### src/rtl/rv32i_pkg.sv
// Shared rv32i constants and types used by the writeback arbiter and scoreboard.
package rv32i_pkg;

  localparam int NUM_WB_SRC = 3;
  localparam int REG_AW     = 5;
  localparam int XLEN       = 32;

  localparam int SRC_PIPE = 0;
  localparam int SRC_LOAD = 1;
  localparam int SRC_MDU  = 2;

  typedef logic [REG_AW-1:0] reg_addr_t;
  typedef logic [XLEN-1:0]   xword_t;

endpackage

### src/rtl/rv32i_scoreboard.sv
// Pending-write scoreboard: one bit per architectural register, x0 never pending.
module rv32i_scoreboard
  import rv32i_pkg::*;
(
  input  logic      clk,
  input  logic      rst_n,
  input  logic      set,
  input  reg_addr_t set_rd,
  input  logic      clr,
  input  reg_addr_t clr_rd,
  input  reg_addr_t chk_rs1,
  input  reg_addr_t chk_rs2,
  input  reg_addr_t chk_rd,
  output logic      rs1_busy,
  output logic      rs2_busy,
  output logic      rd_busy
);

  logic [31:0] pend_q;
  logic [31:0] pend_nxt;

  // Clear is applied first so a same-cycle set of the same register wins.
  always_comb begin
    pend_nxt = pend_q;
    if (clr) pend_nxt[clr_rd] = 1'b0;
    if (set) pend_nxt[set_rd] = 1'b1;
    pend_nxt[0] = 1'b0;
  end

  always_ff @(posedge clk or negedge rst_n) begin
    if (!rst_n) pend_q <= '0;
    else        pend_q <= pend_nxt;
  end

  assign rs1_busy = pend_q[chk_rs1];
  assign rs2_busy = pend_q[chk_rs2];
  assign rd_busy  = pend_q[chk_rd];

endmodule

### src/rtl/rv32i_wb_arbiter.sv
// Writeback arbiter for the single regfile write port, with starvation guard
// and a scoreboard of long-latency destinations still in flight.
module rv32i_wb_arbiter
  import rv32i_pkg::*;
#(
  parameter int STARVE_MAX = 8
) (
  input  logic                         clk,
  input  logic                         rst_n,
  input  logic [NUM_WB_SRC-1:0]        req_valid,
  input  logic [NUM_WB_SRC*REG_AW-1:0] req_rd,
  input  logic [NUM_WB_SRC*XLEN-1:0]   req_data,
  output logic [NUM_WB_SRC-1:0]        req_ready,
  output logic                         rf_we,
  output logic [REG_AW-1:0]            rf_waddr,
  output logic [XLEN-1:0]              rf_wdata,
  input  logic                         sb_set,
  input  logic [REG_AW-1:0]            sb_set_rd,
  input  logic [REG_AW-1:0]            chk_rs1,
  input  logic [REG_AW-1:0]            chk_rs2,
  input  logic [REG_AW-1:0]            chk_rd,
  output logic                         rs1_busy,
  output logic                         rs2_busy,
  output logic                         rd_busy
);

  localparam logic       RR_LOAD    = 1'b0;
  localparam logic       RR_MDU     = 1'b1;
  localparam logic [7:0] STARVE_LIM = 8'(STARVE_MAX);

  logic                  rr_ptr;
  logic [7:0]            starve_cnt;
  logic                  hi_req;
  logic                  starved;
  logic [NUM_WB_SRC-1:0] grant;
  logic                  vld_p0;
  reg_addr_t             sel_rd_p0;
  xword_t                sel_data_p0;

  assign hi_req  = req_valid[SRC_LOAD] | req_valid[SRC_MDU];
  assign starved = hi_req && (starve_cnt == STARVE_LIM);

  // Stage p0: grant selection and source mux
  always_comb begin
    grant = '0;
    if (!rst_n) begin
      grant = '0;
    end else if (req_valid[SRC_PIPE] && !starved) begin
      grant[SRC_PIPE] = 1'b1;
    end else if (rr_ptr == RR_MDU) begin
      if (req_valid[SRC_MDU])       grant[SRC_MDU]  = 1'b1;
      else if (req_valid[SRC_LOAD]) grant[SRC_LOAD] = 1'b1;
    end else begin
      if (req_valid[SRC_LOAD])      grant[SRC_LOAD] = 1'b1;
      else if (req_valid[SRC_MDU])  grant[SRC_MDU]  = 1'b1;
    end
  end

  assign req_ready = grant;
  assign vld_p0    = |grant;

  always_comb begin
    sel_rd_p0   = req_rd[SRC_PIPE*REG_AW +: REG_AW];
    sel_data_p0 = req_data[SRC_PIPE*XLEN +: XLEN];
    if (grant[SRC_LOAD]) begin
      sel_rd_p0   = req_rd[SRC_LOAD*REG_AW +: REG_AW];
      sel_data_p0 = req_data[SRC_LOAD*XLEN +: XLEN];
    end
    if (grant[SRC_MDU]) begin
      sel_rd_p0   = req_rd[SRC_MDU*REG_AW +: REG_AW];
      sel_data_p0 = req_data[SRC_MDU*XLEN +: XLEN];
    end
  end

  // Stage p1: registered regfile write port and arbitration state
  always_ff @(posedge clk or negedge rst_n) begin
    if (!rst_n) begin
      rf_we      <= 1'b0;
      rf_waddr   <= '0;
      rf_wdata   <= '0;
      rr_ptr     <= RR_LOAD;
      starve_cnt <= '0;
    end else begin
      rf_we <= vld_p0 && (sel_rd_p0 != '0);
      if (vld_p0) begin
        rf_waddr <= sel_rd_p0;
        rf_wdata <= sel_data_p0;
      end
      if ((grant[SRC_LOAD] && rr_ptr == RR_LOAD) || (grant[SRC_MDU] && rr_ptr == RR_MDU))
        rr_ptr <= ~rr_ptr;
      if (grant[SRC_LOAD] || grant[SRC_MDU] || !hi_req)
        starve_cnt <= '0;
      else if (grant[SRC_PIPE] && starve_cnt != STARVE_LIM)
        starve_cnt <= starve_cnt + 8'd1;
    end
  end

  rv32i_scoreboard u_sb (
    .clk      (clk),
    .rst_n    (rst_n),
    .set      (sb_set),
    .set_rd   (sb_set_rd),
    .clr      (rf_we),
    .clr_rd   (rf_waddr),
    .chk_rs1  (chk_rs1),
    .chk_rs2  (chk_rs2),
    .chk_rd   (chk_rd),
    .rs1_busy (rs1_busy),
    .rs2_busy (rs2_busy),
    .rd_busy  (rd_busy)
  );

endmodule

### config.mk
export PLATFORM = sky130hd
export DESIGN_NAME = rv32i_wb_arbiter
export DESIGN_NICKNAME = d
export VERILOG_FILES = /design/src/rtl/rv32i_pkg.sv /design/src/rtl/rv32i_scoreboard.sv /design/src/rtl/rv32i_wb_arbiter.sv
export SDC_FILE = /design/constraint.sdc
export NUM_CORES = 1
export LEC_CHECK = 0
export ABC_AREA = 0
export BUFFER_PORTS_ARGS = -buffer_cell sky130_fd_sc_hd__buf_4
export CAP_MARGIN = 20
export CORE_ASPECT_RATIO = 0.7
export CORE_MARGIN = 2
export CORE_UTILIZATION = 45
export CTS_CLUSTER_DIAMETER = 30
export CTS_CLUSTER_SIZE = 16
export DETAILED_ROUTE_END_ITERATION = 10
export PLACE_DENSITY = 0.74
export SETUP_SLACK_MARGIN = 0.3
export SLEW_MARGIN = 5
export SYNTH_ARGS = -nofsm -noshare
export SYNTH_HDL_FRONTEND = slang
export SYNTH_SLANG_ARGS = --single-unit
### constraint.sdc
create_clock -name clk -period 2.4 [get_ports clk]
set_input_delay 0.24 -clock clk [delete_from_list [all_inputs] [get_ports clk]]
set_output_delay 0.24 -clock clk [all_outputs]
set_load 0.02 [all_outputs]
Yosys cells after proc, flatten, opt, wreduce, memory -nomap -nowiden
Cells that the tools add are included.
Cells by class
  add/subtract/negate cells: 1
  multiply operators: 0
  div/mod/pow operators: 0
  $lt $le $gt $ge: 7
  eq/ne operators: 2
  shifts and indexed selects: 0
  multiplexer cells: 26
  bitwise gates (word level): 5
  reductions and logical operators: 16
Operators by type and width (number)
  $mux 32: 4
  $and 32x32->32: 1
  $not 32->32: 1
  $or 32x32->32: 1
  $lt 5x6->1 const B: 5
  $mux 8: 2
  $bmux 1 s5: 3
  $demux 1 s5: 2
  $ge 5x1->1 const B: 2
  $mux 1: 10
  $mux 5: 2
  $add 8x1->8 const B: 1
  $eq 8x4->1 const B: 1
  $logic_and 1x1->1: 8
  $ne 8x4->1 const B: 1
  $reduce_bool 5->1: 1
  $mux 2: 2
  $logic_or 1x1->1: 3
  $mux 3: 1
  $reduce_or 3->1: 1
  $logic_not 1->1: 2
  $reduce_bool 2->1: 1
  $not 1->1: 1
  $or 1x1->1: 1
Word-level totals
  register bits after elaboration: 78
  bits in latches: 0
  RAM bits: 0
  ROM bits: 0
  bits of input ports: 137
  output and inout bits: 44
  word-level logic and storage cells: 63
  memories: 0

Longest topological paths before layout
Gate-level depths: netlist of the first run.
  depth in word-level cells: 10
  depth in mapped cells: 10
  gate-level depth less buffers: 8

Hierarchy
A second synthesis of the first run with hierarchy kept.
Second synthesis, totals
  cell total of the unflattened synthesis: 558
  area, all modules: 4954.8 um2
Modules (own cells, without submodules)
  rv32i_wb_arbiter: instances 1, cells an instance 329, area each 2780.2 um2, sequential area each 1176.1 um2
  rv32i_scoreboard: instances 1, cells an instance 229, area each 2174.6 um2, sequential area each 775.7 um2

Worst setup path before layout of the first run
No wires, ideal clock.
  kind: reg-to-reg
  start: register starve_cnt[0]
  end: register rf_we
  setup time: 142 ps
  arrival: 2087 ps
  required time: 2258 ps
  path slack: 171 ps
  cell stages (with the launch flop): 8
  path buffers: 0
  period minus slack after synthesis: 2229 ps
  cell sequence: dfrtp_1 inv_1 ha_1 or4b_4 o41a_1 or4_1 a21oi_1 o311ai_1
Between the ends
  cells in the longest elaborated chain, start to end: 10
  elaborated cells on any way between the ends: 12
  those cells by class: eq/ne: 1; mux: 5; reduce/logical: 6
Ends and longest elaborated chain
  from (decl): RTL line rv32i_wb_arbiter.sv:32  | logic [7:0] starve_cnt;
  from (signal assigned): RTL line rv32i_wb_arbiter.sv:94  | starve_cnt <= starve_cnt + 8'd1;
  $eq 8x4->1 (*): RTL line rv32i_wb_arbiter.sv:41  | assign starved = hi_req && (starve_cnt == STARVE_LIM);
  $logic_and 1x1->1 (*): RTL line rv32i_wb_arbiter.sv:41
  $logic_not 1->1 (*): RTL line rv32i_wb_arbiter.sv:48  | end else if (req_valid[SRC_PIPE] && !starved) begin
  $logic_and 1x1->1 (*): RTL line rv32i_wb_arbiter.sv:48
  $mux 2: RTL line rv32i_wb_arbiter.sv:48
  $mux 3 (*): RTL line rv32i_wb_arbiter.sv:46  | if (!rst_n) begin
  $mux 5: RTL line rv32i_wb_arbiter.sv:65  | if (grant[SRC_LOAD]) begin
  $mux 5: RTL line rv32i_wb_arbiter.sv:69  | if (grant[SRC_MDU]) begin
  $reduce_bool 5->1: RTL line rv32i_wb_arbiter.sv:84  | rf_we <= vld_p0 && (sel_rd_p0 != '0);
  $logic_and 1x1->1 (*): RTL line rv32i_wb_arbiter.sv:84
  to (signal assigned): RTL line rv32i_wb_arbiter.sv:84
  to (decl): RTL line rv32i_wb_arbiter.sv:14  | output logic rf_we,
Mark *: on every way between the ends. The rest lies on a longest branch, timed or not.
A chain may end at the register's enable or synchronous reset.

Worst setup path after layout of the first run
  start: register starve_cnt[1]
  end: output port req_ready[1]
Between the ends
  cells in the longest elaborated chain, start to end: 6
Ends and longest elaborated chain
  $eq 8x4->1: RTL line rv32i_wb_arbiter.sv:41
  $logic_and 1x1->1: RTL line rv32i_wb_arbiter.sv:41
  $logic_not 1->1: RTL line rv32i_wb_arbiter.sv:48
  $logic_and 1x1->1: RTL line rv32i_wb_arbiter.sv:48
  $mux 2: RTL line rv32i_wb_arbiter.sv:48
  $mux 3: RTL line rv32i_wb_arbiter.sv:46
  to (decl): RTL line rv32i_wb_arbiter.sv:13  | output logic [NUM_WB_SRC-1:0] req_ready,
No other way between the ends.

==> results of run 1 <==
==> placed cells by master (no fill, tap or decap), types with 10 or more instances in the layout <==
cell type	synthesis	final
dfrtp_1	78	78
a211oi_2	0	33
buf_6	2	11
o21ai_0	104	90
buf_4	2	198
nand3b_1	10	10
mux4_2	27	27
nand2_1	57	54
and3_1	39	36
nor2_1	14	12
clkbuf_16	0	12
o21ai_1	37	50
==> logic make-up (layout without fill, tap and decap cells) <==
kind of cell | count (synthesis) | in the layout | share of synthesized area [%]
fa+ha+maj | 2 | 2 | 0.525
mux | 33 | 33 | 14.2
xor+xnor | 6 | 6 | 1.10
simple gates | 145 | 145 | 15.8
buf+inv | 45 | 246 | 4.15
compound gates | 192 | 192 | 23.3
flops | 78 | 78 | 41.0
==> per-stage QoR <==
stage	setup TNS (ns)	instances
4_1_cts	-0.141	823
5_1_grt	-7.52	834
3_3_place_gp	0	794
2_1_floorplan	0	501
6_report	-2.66	834
3_5_place_dp	0	794
==> worst paths after layout <==
check / startpoint / end
worst min register to register: rf_wdata[16]$_DFFE_PN0P_ / rf_wdata[16]$_DFFE_PN0P_
worst max-delay path: starve_cnt[1]$_DFFE_PN0P_ / req_ready[1]
min in group clk: req_data[12] / rf_wdata[12]$_DFFE_PN0P_
max in group asynchronous: rst_n / u_sb.pend_q[31]$_DFF_PN0_
worst min-delay path: rst_n / rf_waddr[0]$_DFFE_PN0P_
worst max register to register: starve_cnt[1]$_DFFE_PN0P_ / rf_wdata[4]$_DFFE_PN0P_
==> layer usage <==
metal	vias up	wire, um
li1	2274	-
met1	2501	7210
met2	307	8290
met3	31	1740
met4	0	349
met5	-	0
==> state kept, by name, indices dropped and copies added (netlist names) <==
register,count
u_sb.pend_q,31
rf_we,1
starve_cnt,8
rf_wdata,32
rr_ptr,1
rf_waddr,5
==> cell type report <==
class,count,share of cell area (%)
flip-flops and latches,78,26.7
multi-input cells,378,40.0
clock buffers,13,3.70
clock inverters,3,0.891
inverters,6,0.377
well taps,132,2.26
repair buffers,224,26.1
==> power by group through the flow <==
stage	clock network (mW)	logic (mW)	registers [mW]
after global placement	0	1.77	2.01
after detailed placement	0	1.81	2.06
after global routing	1.60	2.18	2.11
after CTS	1.55	1.94	2.04
after floorplan	0	1.05	2.04
final	1.54	2.04	2.06
==> critical path: stages (launching register included) <==
cell and delay, ns:
dfrtp_1 0.40, inv_1 0.08, ha_1 0.13, or4b_4 0.49, o41ai_4 0.44, nand2_2 0.16
buf_12 0.16, inv_4 0.04, buf_6 0.10
==> timing repair <==
| action | 4_1_cts | 5_1_grt |
|---|---|---|
| setup buffers | 11 | 8 |
| gates resized for setup | 44 | 27 |
| pin swaps | 12 | 17 |
| hold buffers | 1 | 0 |
| endpoints found under the hold margin | 12 | 0 |
| setup endpoints to repair | 52 | 53 |
| cloned | 1 | 3 |
==> qor.csv, run 1 <==
stage,metric,value,unit
detailed_routing,drt-pass1-iter-count,7,
sta,maxSlewHeadroom,40.4,%
die,die_y,90.1,um
worst_setup_path,rr_worst_depth,8,
clocking,cts_root_buffer,clkbuf_16,
yosys,yosys_most_used_dff,dfrtp_1,
yosys,ys_ff_latch,78,
worst_setup_path,r2r_setup_slack,-0.12,ns
sta,skew,0.00500,ns
finish,drive_above_1_share,47.2,%
sta,rsz0062_at_grt,true,
power,clock_power_share,27.3,%
clocking,numCtsBuffers,9,
sta,post-route-period-util,107,%
placed_design,place_congestion,0.993,
finish,final_area,7300,sq um
finish,finish.utilization,70.8,%
finish,fillers,742,
yosys,yosys.area.top_type,dfrtp_1,
grt,grt_max_degree,45,
clocking,clkSinkCount,78,
grt,grt_pass1_wl,26700,um
placed_design,place_area,6380,sq um
grt,grt_pass1_vias,5076,
job,max_cap_viol_count,0,
grt,grt_overflow_total,0,
detailed_routing,dr.first_iter.drc_count,381,
yosys,async_flop_share,100,%
worst_setup_path,cp-start-kind,register,
detailed_routing,drtAntennaViolNets,0,
hold_path,hp-class,in -> async,
yosys,synth_edf_count,0,
power,leakage,3.24,nW
sta,fmaxAchievable,389,MHz
detailed_routing,vias,5113,
placed_design,place_ws,0.0426,ns
yosys,ys_seq_area_share,41.0,%
worst_setup_path,endpoint_kind,output pin,
yosys,synth_most_common_cell,o21ai_0,
yosys,syn_avg_cell_area,9.51,sq um
die,coreArea,10300,sq um
yosys,ys_warn_count,0,
yosys,synth_area_leaders,"dfrtp_1, mux4_2, o21ai_0",
die,die_w,127,um
power,switchingPower,1.84,mW
run_status,outcome,finished with violations,
worst_setup_path,arrival,2.33,ns
yosys,synth_top_area_share,41.0,%
placed_design,dp_hpwl,11900,um
worst_setup_path,critical_path_required,2.16,ns
clocking,clk_path_buf_depth,2,
sta,period_minus_slack,2.57,ns
sta,fin_ws,-0.169,ns
grt,busiest_layer,met2,
sta,tightest_slew,0.893,ns
sta,hold_viol_final,0,
power,switching_share,32.7,%
finish,regArea,1950,sq um
yosys,synth_nets,640,
sta,slew_viol_final,0,
grt,use_met3,7.80,%
die,ios,181,
yosys,syn_inst,501,
power,p_int,3.79,mW
detailed_routing,wl_per_cell,21.1,um
grt,met2_usage,45.8,%
grt,grt.total_usage,29.8,%
grt,groute.layer.met1.usage,41.7,%
finish,finalNetCount,836,
detailed_routing,viasPerCell,6.13,
power,p_comb_share,36.1,%
power,finalPower,5.64,mW
clocking,clock_latency,0.34,ns
yosys,yosys-top-cells-count,"o21ai_0, dfrtp_1, nand2_1",
sta,holdWs,0.0226,ns
power,p_per_area,772,nW/um^2
placed_design,port_buffers,180,
clocking,cts_tree,yes,
power,pwr-share-seq,36.6,%
clocking,htree_levels,3,
die,initial_core_util,46.2,%
worst_setup_path,crit_path_max_fanout,3,
yosys,syn_area,4760,sq um
detailed_routing,drc,0,
clocking,clkTransAtPathRegs,0.06,ns
yosys,synth_cell_types,42,
detailed_routing,wl,17600,um
run_status,violations,negative setup slack,
die,num_rows,31,
die,die-area,11400,sq um
finish,diodes,0,
grt,antenna_found_initial,0,
finish,multi_input_area,2920,sq um
sta,setup_viol,40,
finish,syn_to_final_growth,53.3,%
power,ir_worst_vdd,403,uV
worst_setup_path,critPathKind,reg -> out,
No activity file was read; power rests on OpenSTA's default activity.
==> run 2: changes to the inputs <==
--- a/config.mk
+++ b/config.mk
@@ -7,13 +7,14 @@
 export LEC_CHECK = 0
 export ABC_AREA = 0
 export BUFFER_PORTS_ARGS = -buffer_cell sky130_fd_sc_hd__buf_4
-export CAP_MARGIN = 20
 export CORE_ASPECT_RATIO = 0.7
 export CORE_MARGIN = 2
 export CORE_UTILIZATION = 45
 export CTS_CLUSTER_DIAMETER = 30
 export CTS_CLUSTER_SIZE = 16
 export DETAILED_ROUTE_END_ITERATION = 10
+export GPL_TIMING_DRIVEN = 0
+export HOLD_SLACK_MARGIN = 0.05
 export PLACE_DENSITY = 0.74
 export SETUP_SLACK_MARGIN = 0.3
 export SLEW_MARGIN = 5
==> run 2 against run 1 <==
Against the previous run: the run ends with negative hold slack, negative setup slack left; non-clock buffer count rose by 24; final area rose by 5.3%; critical path depth rose by 1; utilization rose by 3.7 points; first-iteration DRC count rose by 35%; hold slack got worse by 0.22 ns; clock-buffer cell count fell by 3; clock power fell by 6%; largest cell class unchanged.
==> qor.csv, run 2 (synthesis gave the netlist of run 1 again) <==
stage,metric,value,unit,change
finish,layout_commonest_cell,buf_4,,
sta,post-route-period-util,110,%,+3.2 points
sta,timing.setup.tns,-4.21,ns,-1.55 ns
die,num_rows,31,,unchanged
sta,tightest_slew,0.584,ns,-0.310 ns
finish,finish.utilization,74.5,%,+3.7 points
clocking,numCtsBuffers,9,,unchanged
placed_design,dp_hpwl,12200,um,+2.9%
detailed_routing,vias,5477,,+7.1%
sta,period_minus_slack,2.64,ns,+0.0759 ns
detailed_routing,wl,19400,um,+11%
finish,reg_top3,"rf_wdata: 32 flops, u_sb.pend_q: 31 flops, starve_cnt: 8 flops",,
worst_setup_path,crit_path_max_fanout,3,,unchanged
detailed_routing,dr.first_iter.drc_count,513,,+35%
placed_design,dp_cells,807,,+1.6%
power,finalPower,5.74,mW,+1.9%
sta,maxSlewHeadroom,61.1,%,+21 points
finish,fin_cells,856,,+2.6%
sta,rsz0062_at_grt,true,,
sta,fmaxAchievable,378,MHz,-2.9%
power,leakage,3.35,nW,+3.3%
clocking,cts_root_buffer,clkbuf_16,,
power,p_comb_share,38.8,%,+2.7 points
hold_path,hp-class,in -> async,,
worst_setup_path,critical_path_required,2.16,ns,about the same
power,switchingPower,1.96,mW,+6.1%
finish,regMostFlops,rf_wdata,,
power,p_int,3.79,mW,-0.21%
die,die_y,90.1,um,unchanged
grt,grt.total_usage,30.8,%,+0.92 points
detailed_routing,drt-pass1-iter-count,5,,-2
clocking,cts_tree,yes,,
grt,grt_overflow_total,0,,unchanged
grt,grt_max_degree,80,,+78%
worst_setup_path,endpoint_kind,output pin,,
sta,holdWs,-0.198,ns,-0.220 ns
die,die-area,11400,sq um,unchanged
finish,diodes,0,,unchanged
clocking,clkTransAtPathRegs,0.06,ns,about the same
die,coreArea,10300,sq um,unchanged
grt,antenna_found_initial,0,,unchanged
finish,layout_common_cells,"buf_4, dfrtp_1, o21ai_0",,
detailed_routing,drc,0,,unchanged
sta,slew_viol_final,0,,unchanged
power,switching_share,34.1,%,+1.4 points
finish,finalNetCount,860,,+2.9%
sta,setup_viol,41,,+2.5%
die,die_w,127,um,unchanged
clocking,clkSinkCount,78,,unchanged
worst_setup_path,cp-start-kind,register,,
finish,syn_to_final_growth,61.4,%,
finish,largest_reg_flops,32,,unchanged
finish,drive_above_1_share,50.1,%,+3.0 points
worst_setup_path,arrival,2.40,ns,+0.07 ns
detailed_routing,viasPerCell,6.40,,+4.4%
power,p_per_area,747,nW/um^2,-3.3%
clocking,clock_latency,0.34,ns,about the same
placed_design,port_buffers,174,,-3.3%
sta,fin_ws,-0.244,ns,-0.0759 ns
worst_setup_path,critPathKind,reg -> out,,
clocking,htree_levels,3,,unchanged
placed_design,place_congestion,0.998,,+0.54%
run_status,violations,"negative hold slack, negative setup slack",,
grt,grt_pass1_vias,5328,,+5.0%
job,max_cap_viol_count,0,,unchanged
detailed_routing,wl_per_cell,22.7,um,+7.7%
power,clock_power_share,25.3,%,-2.0 points
power,pwr-share-seq,35.9,%,-0.7 points
sta,hold_viol_final,78,,+78
detailed_routing,drtAntennaViolNets,0,,unchanged
run_status,outcome,finished with violations,,
die,ios,181,,unchanged
power,ir_worst_vdd,413,uV,+2.6%
grt,grt_pass1_wl,27400,um,+2.5%
die,initial_core_util,46.2,%,unchanged
sta,skew,0.00620,ns,+0.00119 ns
clocking,clk_path_buf_depth,2,,unchanged
==> run 2: cell count changes in the layout (fill, tap and decap cells not counted), sizes merged <==
cell / change
dlygate4sd3: -1
clkinv: +1
buf: -3
clkbuf: +24
inv: -1
clkinvlp: +1
bufbuf: +1
==> run 2: cell type report <==
class                           count  area, sq um
Buffer                             39          328
Clock buffer                       10          239
Clock inverter                      4         72.6
Fill cell                         678         2630
Inverter                            6         27.5
Multi-Input combinational cell    378         3100
Sequential cell                    78         1950
Tap cell                          132          165
Timing Repair Buffer              209         1810
==> run 2: timing repair <==
item                                   4_1_cts  5_1_grt
gates resized for setup                     91       80
endpoints found under the hold margin       78       78
cloned                                       4        3
setup endpoints to repair                   53       53
buffers inserted                            16       12
pin swaps                                   27       35
==> run 2: per-layer routing <==
metal	routed length [um]	share of wire [%]	GRT usage [%]	vias to the layer above
met5	0	0	0	-
met4	868	4.5	9.71	0
met3	2240	12	8.93	99
met2	8800	45	47.4	440
met1	7540	39	42.2	2619
li1	-	-	-	2319
==> run 2: worst paths after layout <==
check | depth (start not counted) | slack, ns | endpoint | from
setup / recovery | 9 | -0.24 | req_ready[1] | starve_cnt[1]$_DFFE_PN0P_
hold / removal | 1 | -0.20 | rf_wdata[11]$_DFFE_PN0P_ | rst_n
setup reg to reg | 8 | -0.22 | rf_we$_DFF_PN0_ | starve_cnt[1]$_DFFE_PN0P_
hold reg to reg | 2 | 0.49 | rf_wdata[14]$_DFFE_PN0P_ | rf_wdata[14]$_DFFE_PN0P_
max in group asynchronous | 1 | 2.25 | u_sb.pend_q[4]$_DFF_PN0_ | rst_n
min in group clk | 3 | 0.17 | rf_wdata[11]$_DFFE_PN0P_ | req_data[11]
==> run 2: critical path, cell delays in order, from the launching register on <==
cell and delay (ns):
dfrtp_1 0.41, inv_2 0.09, ha_4 0.12, or4b_4 0.49, o41ai_4 0.34, nand2_1 0.17
buf_6 0.17, buf_12 0.13, clkinv_4 0.03, buf_6 0.10
==> run 2: power by group through the flow <==
stage               combinational (mW)  sequential [mW]  clock, mW
floorplan                         1.05             2.04          0
global placement                  1.80             1.99          0
detailed placement                1.84             2.04          0
CTS                               2.02             2.02       1.45
global route                      2.35             2.10       1.51
finish                            2.23             2.06       1.45
==> run 2: metrics by stage <==
step                      setup slack, ns  cell area (sq um)
after CTS                          -0.158               7200
after global placement             -0.510               6370
final                              -0.244               7690
after detailed placement           -0.527               6370
after global routing               -0.259               7690
after floorplan                     0.171               4900
==> run 3: changes to the inputs <==
--- a/config.mk
+++ b/config.mk
@@ -13,7 +13,6 @@
 export CTS_CLUSTER_DIAMETER = 30
 export CTS_CLUSTER_SIZE = 16
 export DETAILED_ROUTE_END_ITERATION = 10
-export GPL_TIMING_DRIVEN = 0
 export HOLD_SLACK_MARGIN = 0.05
 export PLACE_DENSITY = 0.74
 export SETUP_SLACK_MARGIN = 0.3
==> constraint.sdc (replaced) <==
create_clock -name clk -period 2.4 [get_ports clk]
set_input_delay 0.48 -clock clk [delete_from_list [all_inputs] [get_ports clk]]
set_output_delay 0.48 -clock clk [all_outputs]
set_load 0.02 [all_outputs]
==> run 3 against run 2 <==
Against the previous run: the run ends with negative setup slack left; sequential power grew 8%; setup slack gained 0.014 ns; sequential share of layout area grew 0.56 points; final area shrank 1.9%; clock skew grew 0.0047 ns; hold slack gained 0.45 ns; via count shrank 2.0%; routed wire length shrank 2.2%; sequential cell count is the same; critical endpoint unchanged.
==> qor.csv, run 3 (synthesis gave the netlist of run 1 again) <==
stage,metric,value,unit,change
grt,grt_max_degree,53,,-34%
finish,largest_reg_flops,32,,unchanged
worst_setup_path,crit_path_max_fanout,3,,unchanged
finish,finalNetCount,846,,-1.6%
detailed_routing,drc,0,,unchanged
detailed_routing,drtAntennaViolNets,0,,unchanged
run_status,violations,negative setup slack,,
sta,fin_ws,-0.230,ns,+0.0140 ns
worst_setup_path,endpoint_kind,output pin,,
grt,grt_pass1_vias,5364,,+0.68%
finish,layout_commonest_cell,buf_4,,
sta,period_minus_slack,2.63,ns,-0.0140 ns
die,die_w,127,um,unchanged
finish,drive_above_1_share,48.3,%,-1.8 points
sta,tightest_slew,0.698,ns,+0.114 ns
finish,reg_top3,"rf_wdata: 32 flops, u_sb.pend_q: 31 flops, starve_cnt: 8 flops",,
worst_setup_path,cp_slowest_cell,or4b_4,,
sta,maxSlewHeadroom,53.5,%,-7.6 points
finish,final_area,7540,sq um,-1.9%
sta,slew_viol_final,0,,unchanged
grt,grt_overflow_total,0,,unchanged
grt,grt_pass1_wl,28500,um,+4.3%
die,ios,181,,unchanged
placed_design,port_buffers,180,,+3.4%
detailed_routing,drt-pass1-iter-count,6,,+1
finish,diodes,0,,unchanged
sta,hold_viol_final,0,,-100%
worst_setup_path,cp-start-kind,register,,
power,p_per_area,790,nW/um^2,+5.8%
grt,busiest_layer,met2,,
worst_setup_path,path_buf_inv,4,,-1
finish,layout_common_cells,"buf_4, o21ai_0, dfrtp_1",,
power,ir_worst_vdd,478,uV,+16%
worst_setup_path,critPathTopFamily,simple AND/OR/NAND/NOR gates,,
sta,rsz0062_at_grt,true,,
die,die-area,11400,sq um,unchanged
placed_design,place_area,6430,sq um,+0.84%
worst_setup_path,crit_chain,"inv_2, ha_4, or4b_4, o41ai_4, nand2_1, buf_12, clkinv_4, buf_6",,
worst_setup_path,rr_worst_depth,11,,+3
grt,groute.layer.met1.usage,42.7,%,+0.50 points
clocking,numCtsBuffers,9,,unchanged
worst_setup_path,critPathKind,reg -> out,,
die,die_y,90.1,um,unchanged
finish,multi_input_area,2910,sq um,-6.1%
worst_setup_path,cpPeakStageDelay,0.49,ns,about the same
clocking,cts_tree,yes,,
sta,skew,0.0109,ns,+0.00471 ns
sta,timing.setup.tns,-3.47,ns,+0.736 ns
detailed_routing,wl_per_cell,22.5,um,-0.84%
finish,regArea,1960,sq um,+0.26%
detailed_routing,wl,19000,um,-2.2%
power,leakage,3.37,nW,+0.63%
grt,grt.total_usage,31.8,%,+1.0 points
detailed_routing,dr.first_iter.drc_count,416,,-19%
grt,met2_usage,49.3,%,+2.0 points
clocking,clk_path_buf_depth,2,,unchanged
sta,setup_viol,42,,+2.4%
detailed_routing,vias,5368,,-2.0%
worst_setup_path,critical_path_required,1.92,ns,-0.24 ns
placed_design,place_congestion,0.949,,-5.0%
worst_setup_path,arrival,2.15,ns,-0.25 ns
clocking,cts_root_buffer,clkbuf_16,,
clocking,clkTransAtPathRegs,0.07,ns,about the same
worst_setup_path,r2r_start,starve_cnt[0]$_DFFE_PN0P_,,
worst_setup_path,r2r_setup_slack,-0.12,ns,+0.10 ns
job,max_cap_viol_count,0,,unchanged
die,num_rows,31,,unchanged
die,coreArea,10300,sq um,unchanged
power,finalPower,5.96,mW,+3.8%
grt,use_met3,10.0,%,+1.1 points
run_status,outcome,finished with violations,,
die,initial_core_util,46.2,%,unchanged
sta,post-route-period-util,110,%,-0.58 points
finish,syn_to_final_growth,58.3,%,
clocking,htree_levels,3,,unchanged
sta,fmaxAchievable,380,MHz,+0.53%
hold_path,hp-class,in -> async,,
finish,regMostFlops,rf_wdata,,
finish,fillers,706,,+4.1%
clocking,clock_latency,0.34,ns,about the same
worst_setup_path,worst-path-stages,8,,-1
detailed_routing,viasPerCell,6.36,,-0.60%
worst_setup_path,r2r_end,rf_wdata[14]$_DFFE_PN0P_,,
clocking,clkSinkCount,78,,unchanged
placed_design,dp_hpwl,12500,um,+2.2%
grt,antenna_found_initial,0,,unchanged
run 3: cell type report:
| type | instances | share of cell area (%) |
|---|---|---|
| clock inverter | 6 | 1.78 |
| clock buffer | 10 | 3.04 |
| timing repair buffer | 234 | 28.1 |
| multi-input combinational | 378 | 38.6 |
| sequential | 78 | 25.9 |
| inverter | 6 | 0.365 |
| tap | 132 | 2.19 |
run 3: what timing repair did:
item | 4_1_cts | 5_1_grt
pin swaps | 11 | 61
endpoints found under the setup margin | 53 | 53
resized for setup | 46 | 42
buffers inserted | 11 | 9
hold buffers | 1 | 0
gates cloned | 5 | 2
hold endpoints to repair | 1 | 0
run 3: power by group:
group	total [mW]	switching (mW)	internal (mW)
clock network	1.67	0.550	1.12
logic	2.06	0.900	1.16
registers	2.23	0.545	1.69
run 3: metal layers:
metal / wire length (um) / share of wire (%)
met5: 0 / 0
met1: 7530 / 40
met3: 2090 / 11
met4: 553 / 2.9
met2: 8840 / 46
run 3: metrics by stage:
| stage | hold WS (ns) | util [%] | worst slack [ns] | std cells |
|---|---|---|---|---|
| 2_1_floorplan | 0.184 | - | 0.0221 | 501 |
| 5_1_grt | 0.276 | 73.1 | -0.273 | 844 |
| 3_5_place_dp | 0.298 | 62.3 | -0.164 | 800 |
| 6_report | 0.250 | 73.1 | -0.230 | 844 |
| 4_1_cts | 0.233 | 70.2 | -0.234 | 833 |
| 3_3_place_gp | 0.298 | 62.3 | -0.135 | 800 |
run 3: how the worst max path moves through the flow:
stage / start / to
6_report: starve_cnt[0]$_DFFE_PN0P_ / req_ready[1]
5_1_grt: starve_cnt[1]$_DFFE_PN0P_ / req_ready[1]
4_1_cts: u_sb.pend_q[11]$_DFF_PN0_ / rs1_busy
3_5_place_dp: chk_rd[0] / rd_busy
3_3_place_gp: chk_rs1[0] / rs1_busy
2_1_floorplan: starve_cnt[0]$_DFFE_PN0P_ / req_ready[1]
